`src/rtl/sha3_pkg.sv`:
```
// Shared SHA3 types and helpers for the sponge datapath.
package sha3_pkg;

    localparam int unsigned X_AXIS_DEF = 5;
    localparam int unsigned Y_AXIS_DEF = 5;
    localparam int unsigned Z_AXIS_DEF = 64;

    typedef logic [Z_AXIS_DEF-1:0] lane_t;
    // Packed so that st_data[x][y] selects lane (x, y) directly
    typedef lane_t [X_AXIS_DEF-1:0][Y_AXIS_DEF-1:0] state_t;

    typedef enum logic [0:0] {
        SqIdle,
        SqSend
    } sq_state_e;

    function automatic int unsigned mod5(input int unsigned v);
        return v % 5;
    endfunction

    function automatic int unsigned mod64(input int unsigned v);
        return v % 64;
    endfunction

endpackage

```
`src/rtl/sha3_lane_bswap.sv`:
```
// Combinational byte reversal of one lane; a plain pass-through when disabled.
module sha3_lane_bswap #(
    parameter int unsigned Z_AXIS    = 64,
    parameter bit          BYTE_SWAP = 1'b0
) (
    input  logic [Z_AXIS-1:0] lane_i,
    output logic [Z_AXIS-1:0] lane_o
);

    if (BYTE_SWAP) begin : g_swap
        for (genvar b = 0; b < Z_AXIS / 8; b++) begin : g_byte
            assign lane_o[8*b +: 8] = lane_i[Z_AXIS-8-8*b +: 8];
        end
    end else begin : g_pass
        assign lane_o = lane_i;
    end

endmodule

```
`src/rtl/sha3_squeeze_tx.sv`:
```
// Squeeze end of the SHA3 sponge: captures a permuted state and streams the
// first DIGEST_LANES lanes out one per beat under valid/ready flow control.
module sha3_squeeze_tx
    import sha3_pkg::*;
#(
    parameter int unsigned X_AXIS       = X_AXIS_DEF,
    parameter int unsigned Y_AXIS       = Y_AXIS_DEF,
    parameter int unsigned Z_AXIS       = Z_AXIS_DEF,
    parameter int unsigned DIGEST_LANES = 4,
    parameter bit          BYTE_SWAP    = 1'b0
) (
    input  logic                                          clk,
    input  logic                                          rst_n,
    input  logic                                          st_valid,
    output logic                                          st_ready,
    input  logic [X_AXIS-1:0][Y_AXIS-1:0][Z_AXIS-1:0]     st_data,
    output logic                                          dout_valid,
    input  logic                                          dout_ready,
    output logic [Z_AXIS-1:0]                             dout_data,
    output logic                                          dout_last,
    output logic                                          busy
);

    localparam int unsigned    CW       = $clog2(DIGEST_LANES + 1);
    localparam int unsigned    IW       = (DIGEST_LANES > 1) ? $clog2(DIGEST_LANES) : 1;
    localparam logic [CW-1:0]  LAST_CNT = CW'(DIGEST_LANES - 1);

    sq_state_e         state_q;
    logic [CW-1:0]     cnt_q;
    logic [Z_AXIS-1:0] lane_q   [DIGEST_LANES];
    logic [Z_AXIS-1:0] cap_lane [DIGEST_LANES];
    logic [IW-1:0]     next_idx;
    logic [Z_AXIS-1:0] next_lane;
    logic [Z_AXIS-1:0] next_out;
    logic              st_hs;

    // FIPS 202 lane order: lane i lives at x = i mod X_AXIS, y = i / X_AXIS
    for (genvar g = 0; g < DIGEST_LANES; g++) begin : g_cap
        assign cap_lane[g] = st_data[g % X_AXIS][g / X_AXIS];
    end

    assign st_hs = rst_n && st_valid && st_ready && (state_q == SqIdle);

    // Select the lane that will be on dout_data after the next advancing edge
    always_comb begin
        next_idx = '0;
        if (state_q == SqSend && cnt_q != LAST_CNT) begin
            next_idx = IW'(cnt_q) + IW'(1);
        end
        next_lane = (state_q == SqIdle) ? st_data[0][0] : lane_q[next_idx];
    end

    sha3_lane_bswap #(
        .Z_AXIS    (Z_AXIS),
        .BYTE_SWAP (BYTE_SWAP)
    ) u_bswap (
        .lane_i (next_lane),
        .lane_o (next_out)
    );

    // Lane buffer: loaded on capture only, intentionally left out of reset
    always_ff @(posedge clk) begin
        if (st_hs) begin
            lane_q <= cap_lane;
        end
    end

    // Squeeze FSM with registered handshake and digest outputs
    always_ff @(posedge clk) begin
        if (!rst_n) begin
            state_q    <= SqIdle;
            st_ready   <= 1'b0;
            dout_valid <= 1'b0;
            dout_data  <= '0;
            dout_last  <= 1'b0;
            busy       <= 1'b0;
            cnt_q      <= '0;
        end else begin
            unique case (state_q)
                SqIdle: begin
                    st_ready <= 1'b1;
                    if (st_valid && st_ready) begin
                        state_q    <= SqSend;
                        st_ready   <= 1'b0;
                        busy       <= 1'b1;
                        cnt_q      <= '0;
                        dout_valid <= 1'b1;
                        dout_data  <= next_out;
                        dout_last  <= (DIGEST_LANES == 1);
                    end
                end
                SqSend: begin
                    if (dout_ready) begin
                        if (cnt_q == LAST_CNT) begin
                            state_q    <= SqIdle;
                            dout_valid <= 1'b0;
                            dout_last  <= 1'b0;
                            busy       <= 1'b0;
                            st_ready   <= 1'b1;
                        end else begin
                            cnt_q     <= cnt_q + CW'(1);
                            dout_data <= next_out;
                            dout_last <= ((cnt_q + CW'(1)) == LAST_CNT);
                        end
                    end
                end
                default: state_q <= SqIdle;
            endcase
        end
    end

endmodule

```
`config.mk`:
```
export PLATFORM = sky130hd
export DESIGN_NAME = sha3_squeeze_tx
export DESIGN_NICKNAME = d
export VERILOG_FILES = /design/src/rtl/sha3_pkg.sv /design/src/rtl/sha3_lane_bswap.sv /design/src/rtl/sha3_squeeze_tx.sv
export SDC_FILE = /design/constraint.sdc
export NUM_CORES = 1
export LEC_CHECK = 0
export BUFFER_PORTS_ARGS = -buffer_cell sky130_fd_sc_hd__buf_2
export CAP_MARGIN = 40
export CELL_PAD_IN_SITES_DETAIL_PLACEMENT = 1
export CELL_PAD_IN_SITES_GLOBAL_PLACEMENT = 1
export CORE_AREA = 2 2 648 650
export DETAILED_ROUTE_END_ITERATION = 10
export DIE_AREA = 0 0 650 652
export PLACE_DENSITY = 0.32
export RECOVER_POWER = 25
export REMOVE_ABC_BUFFERS = 1
export SYNTH_ARGS = -nofsm -noshare
export SYNTH_HDL_FRONTEND = slang
export SYNTH_SLANG_ARGS = --single-unit
```
`constraint.sdc`:
```
create_clock -name clk -period 28.3 [get_ports clk]
set_input_delay 8.49 -clock clk [delete_from_list [all_inputs] [get_ports clk]]
set_output_delay 8.49 -clock clk [all_outputs]
set_load 0.005 [all_outputs]
```
; ---- Word-level counts from Yosys, hierarchy flattened
; Index checks and enable logic that the tools add are counted.
[word_totals]
reg_bits = 327
in_bits = 1604
output_inout_bits = 68
word_cells = 60
[classes]
add_sub_neg = 2
n_lt_le_gt_ge = 1
n_eq_ne = 7
muxes = 29
n_bitwise = 2
reduce_logical = 9
[ops]
columns = operator, n
row1 = 64-bit two-way mux, 6
row2 = 64-bit binary-select mux with 2-bit select, 1
row3 = 64-bit one-hot mux with 2 select lines, 1
row4 = 1-bit two-way mux, 12
row5 = 3-bit two-way mux, 3
row6 = 1-bit one-hot mux with 2 select lines, 4
row7 = 3-bit by 2-bit == test with 1-bit output (second input constant), 2
row8 = 3-bit one-hot mux with 2 select lines, 1
row9 = 3-bit AND reduction, 2
row10 = 1-bit logical AND, 5
row11 = 2-bit by 1-bit inequality test with 1-bit output (second input constant), 2
row12 = 2-bit inequality test (second input constant), 2
row13 = 2-bit AND reduction, 2
row14 = 3-bit by 1-bit adder with 3-bit output (second input constant), 1
row15 = 3-bit greater-or-equal comparator (second input constant), 1
row16 = 3-bit by 2-bit inequality test with 1-bit output (second input constant), 1
row17 = 2-bit NOT with 3-bit output, 1
row18 = 2-bit by 1-bit adder with 2-bit output (second input constant), 1
row19 = 2-bit two-way mux, 1
row20 = 1-bit NOT, 1

; ---- Longest topological paths before layout
[logic_depth]
ltp_word = 11
ltp_mapped = 11

; ---- By module
; A second synthesis with hierarchy kept.
[unflattened]
hier_cells = 943
area_unflattened_um2 = 13356.6
[by_module_without_submodules]
columns = mod, instances, cells_per_inst, area_per_inst_um2, seq_area_each_um2
row1 = sha3_squeeze_tx, 1, 879, 12876.1, 9108.7
row2 = sha3_lane_bswap, 1, 64, 480.5, 0.0

; ---- Worst setup path after synthesis
; OpenSTA, ideal clock, no wires.
[synth_path]
path_type = input to register
start = input port st_valid
end = register lane_q[0] (netlist bit), enable pin
setup_time_ns = 0.648
t_arrival_ns = 14.914
required_time_ns = 27.652
path_slack_ns = 12.737
path_stages = 5
path_buffers = 3
path_cell_list = and3b_1 > buf_2 > buf_4 > buf_4 > and2_1
[synth_between]
elab_chain_cells = 3
[synth_rtl]
columns = item, line
row1 = "start, declared", sha3_squeeze_tx.sv:14  ; input logic st_valid,
row2 = 1-bit logical AND (3 in series), sha3_squeeze_tx.sv:42  ; assign st_hs = rst_n && st_valid && st_ready && (state_q == SqIdle);
row3 = via st_hs, sha3_squeeze_tx.sv:35  ; logic st_hs;
row4 = "end signal, assigned", sha3_squeeze_tx.sv:64  ; lane_q <= cap_lane;
row5 = "end, declared", sha3_squeeze_tx.sv:30  ; logic [Z_AXIS-1:0] lane_q [DIGEST_LANES];
; The timed path passes the listed nets, and every way through them passes these cells.
; A chain may end at the register's enable or synchronous reset.

; ---- Worst setup path in the final report
[layout_path]
start = input port rst_n
end = register lane_q[90] (netlist bit), enable pin
[layout_between]
elab_chain_cells = 3
[layout_rtl]
columns = item, line
row1 = "start, declared", sha3_squeeze_tx.sv:13  ; input logic rst_n,
row2 = 1-bit logical AND (3 in series), sha3_squeeze_tx.sv:42
row3 = via st_hs, sha3_squeeze_tx.sv:35
; The timed path passes the listed nets, and every way through them passes these cells.

==> run summary <==
EDFF count, synth: 256
Logic pwr share: 0.108
Total track usage: 0.0416
Yosys top cell area share: 0.542
Largest net degree at the start of global routing: 82
Peak supply drop: 0.0475 mV
Psw: 0.000386 W
Vias in the first global route: 11100
Root buf cell: clkbuf_16
Crit. End Element: flip-flop
Warnings, synthesis: 0
Max Freq: 96.5 MHz
Number of max-cap violations: 0
Vias post-DR: 10700
FFs w/ async S/R, synth: 0
Layout cells sized above 1: 0.387
Clk pwr share: 0.489
Core area: 416000 um2
Final period utilization: 0.366
CP required: 28.58 ns
Post-layout minimum cycle time: 10.36 ns
Crit start category: input port
CTS tree: done
Fill count: 49100
Initial antenna violation count: 110
Drt first-iter violations: 574
Lkg Pwr: 6.59 nW
I/O pins: 1672
Post-route DRC: 0
Routed wire per std cell: 13.0 um
Min-Delay Path Class: flip-flop to flip-flop
Layout Utilization: 0.0589
Hold Buf Count CTS: 0
CTS clk-pin slew, worst paths: 0.06 ns
Power, Total: 0.00137 W
Register Area: 9120 um2
Area of the die: 424000 um2
IO Port Bufs: 327
Hold Fails Final Rpt: 0
Clock Tree Buf Depth: 3
Routed wire length: 91000 um
CP max stage delay: 0.75 ns
Setup tns final: 0 ns
Avg Cell Area, Syn: 12.9 um2
Crit path DAT: 10.65 ns
Critical Path Fanout Max: 60
Unrepaired setup endpoints after global routing: false
Grt ovf: 0
GP Congestion: 0.656
Core Rows: 237
Synth area leader: edfxtp_1
Pwr Density: 55.7 nW/um2
Distinct cells, synth: 35
Syn Inst Count: 1096
CTS Buf Count: 51
Final Max Slew Viols: 0
Max Clock Skew: 0.0356 ns
Layout area overhead: 72.8%
Initial DRT Pass Iterations: 4
PostCTS Resize Cnt: 0
Nets@finish: 3026
First-pass GRT wire length: 116000 um
Vias/cell: 1.53
Die Wd: 650 um
Starting density of the core: 0.0341
Predominant post-synthesis flop cell: edfxtp_1
Cell mode on critical path: buf_4
Inst Count DP: 6863
H-tree Lvls: 2
Post-CTS setup buffers: 0
Final setup vio count: 0
Flops & latches, synth: 327
CP Cell Sequence: buf_4, and2_4, buf_4, buf_16, buf_4
Sequential area share after synthesis: 0.642
Worst-skew pair later-pin latency: 0.67 ns
Slew HR: 0.418
Top delay family on crit path: buffers and inverters
CP max-delay cell: buf_4
Final cell count without fillers: 6980
Slew @ Worst Pin: 0.874 ns
Sw Ratio: 0.282
Sequential share of power: 0.403
Die Span Y: 652 um
Synth top area cells: edfxtp_1 (54%), dfxtp_1 (10%), o211ai_2 (5.2%)
Power Internal: 0.000980 W
Synthesized cell area: 14200 um2
Antenna-violating nets left: 0
Area of the multi-input gates: 4600 um2
Status: completed
Buf+Inv Stages, Crit Path: 4
Worst Setup Path Type: input port to flip-flop
Half-perimeter wire length after placement: 66500 um
CTS sink cnt: 327
## power groups by stage
stage / Clock, W / Combinational, W / Sequential [W]
4_1_cts: 0.000707 / 0.000158 / 0.000550
3_5_place_dp: 0 / 0.000157 / 0.000560
3_3_place_gp: 0 / 0.000151 / 0.000560
6_report: 0.000668 / 0.000147 / 0.000550
5_1_grt: 0.000722 / 0.000161 / 0.000552
2_1_floorplan: 0 / 0.0000547 / 0.000567
## worst register-to-register path, cell delays in order (launching register included)
cell and delay, ns:
dfxtp_4 0.66, ha_1 0.29, ha_4 0.13, buf_4 0.58
buf_4 0.65, nand2b_4 0.71, buf_4 0.61, o21ai_0 0.28
a21oi_1 0.33, o31ai_2 0.10
## metrics by stage
step | instance area [um2] | hold slack, ns | worst slack (ns)
after floorplan | 13700 | 0.454 | 11.93
after global placement | 22400 | 0.457 | 16.22
after detailed placement | 22700 | 0.461 | 17.12
after CTS | 24500 | 0.469 | 17.87
after global routing | 24500 | 0.498 | 17.81
final | 24500 | 0.472 | 17.94
## worst paths after layout
| check | start | end | slack, ns | depth (start not counted) |
|---|---|---|---|---|
| max | rst_n | lane_q[90]$_DFFE_PP_ | 17.94 | 5 |
| min | dout_data[1]$_SDFFE_PN0P_ | dout_data[1]$_SDFFE_PN0P_ | 0.47 | 2 |
| max reg2reg | cnt_q[0]$_SDFFE_PN0P_ | dout_data[12]$_SDFFE_PN0P_ | 23.82 | 9 |
| min reg2reg | dout_data[1]$_SDFFE_PN0P_ | dout_data[1]$_SDFFE_PN0P_ | 0.47 | 2 |
## cell usage in the layout, fill, tap and decap left out, drive strengths merged
cell        n
and3b       2
bufinv      5
and2        2
a32oi       1
o211ai     63
diode      22
nand2b     64
a21boi      1
nand3b      2
clkinv     20
ha          3
o21ai      64
nand4       1
a21oi     132
a32o        1
inv         6
nand2     127
or2         1
dfxtp      71
a211oi      1
nor3b       1
mux2i      64
clkinvlp    4
clkbuf     72
o31ai      63
nand3      64
buf       357
o21a        1
edfxtp    256
nor2       12
## cell type report
type	instances	area share
Antenna cell	22	0.00225
Clock buffer	64	0.0557
Clock inverter	31	0.0154
Inverter	4	0.000817
Multi-Input combinational cell	670	0.188
Sequential cell	327	0.372
Tap cell	5497	0.281
Timing Repair Buffer	365	0.0854
## layer usage
layer / global-route usage / wire (um)
met3: 0.0180 / 8500
met4: 0.00962 / 2330
met1: 0.0476 / 36100
met2: 0.0709 / 43700
met5: 0 / 456
## synth_stat cells, drive strengths merged (2+ instances only)
library cell,count
edfxtp,256
a21oi,132
nand2,127
dfxtp,71
mux2i,64
nand2b,64
nand3,64
o21ai,64
o211ai,63
o31ai,63
clkbuf,49
buf,46
nor2,12
inv,4
ha,3
and2,2
and3b,2
nand3b,2
## sequential cells by signal, summed over array words and instances (netlist names)
| signal | count |
|---|---|
| lane_q | 256 |
| dout_data | 64 |
| cnt_q | 3 |
| busy | 1 |
| dout_last | 1 |
| st_ready | 1 |
| state_q | 1 |
## cells by family after synthesis
group                      count (synthesis)  synth area share
adders and majority gates                  3           0.00265
DFF                                      327             0.642
muxes                                     64            0.0452
and+or+nand+nor                          276            0.0928
AOI/OAI and AO/OA                        327             0.180
buffers and inverters                     99            0.0364
Note: power is estimated with default switching activity, not from simulation.
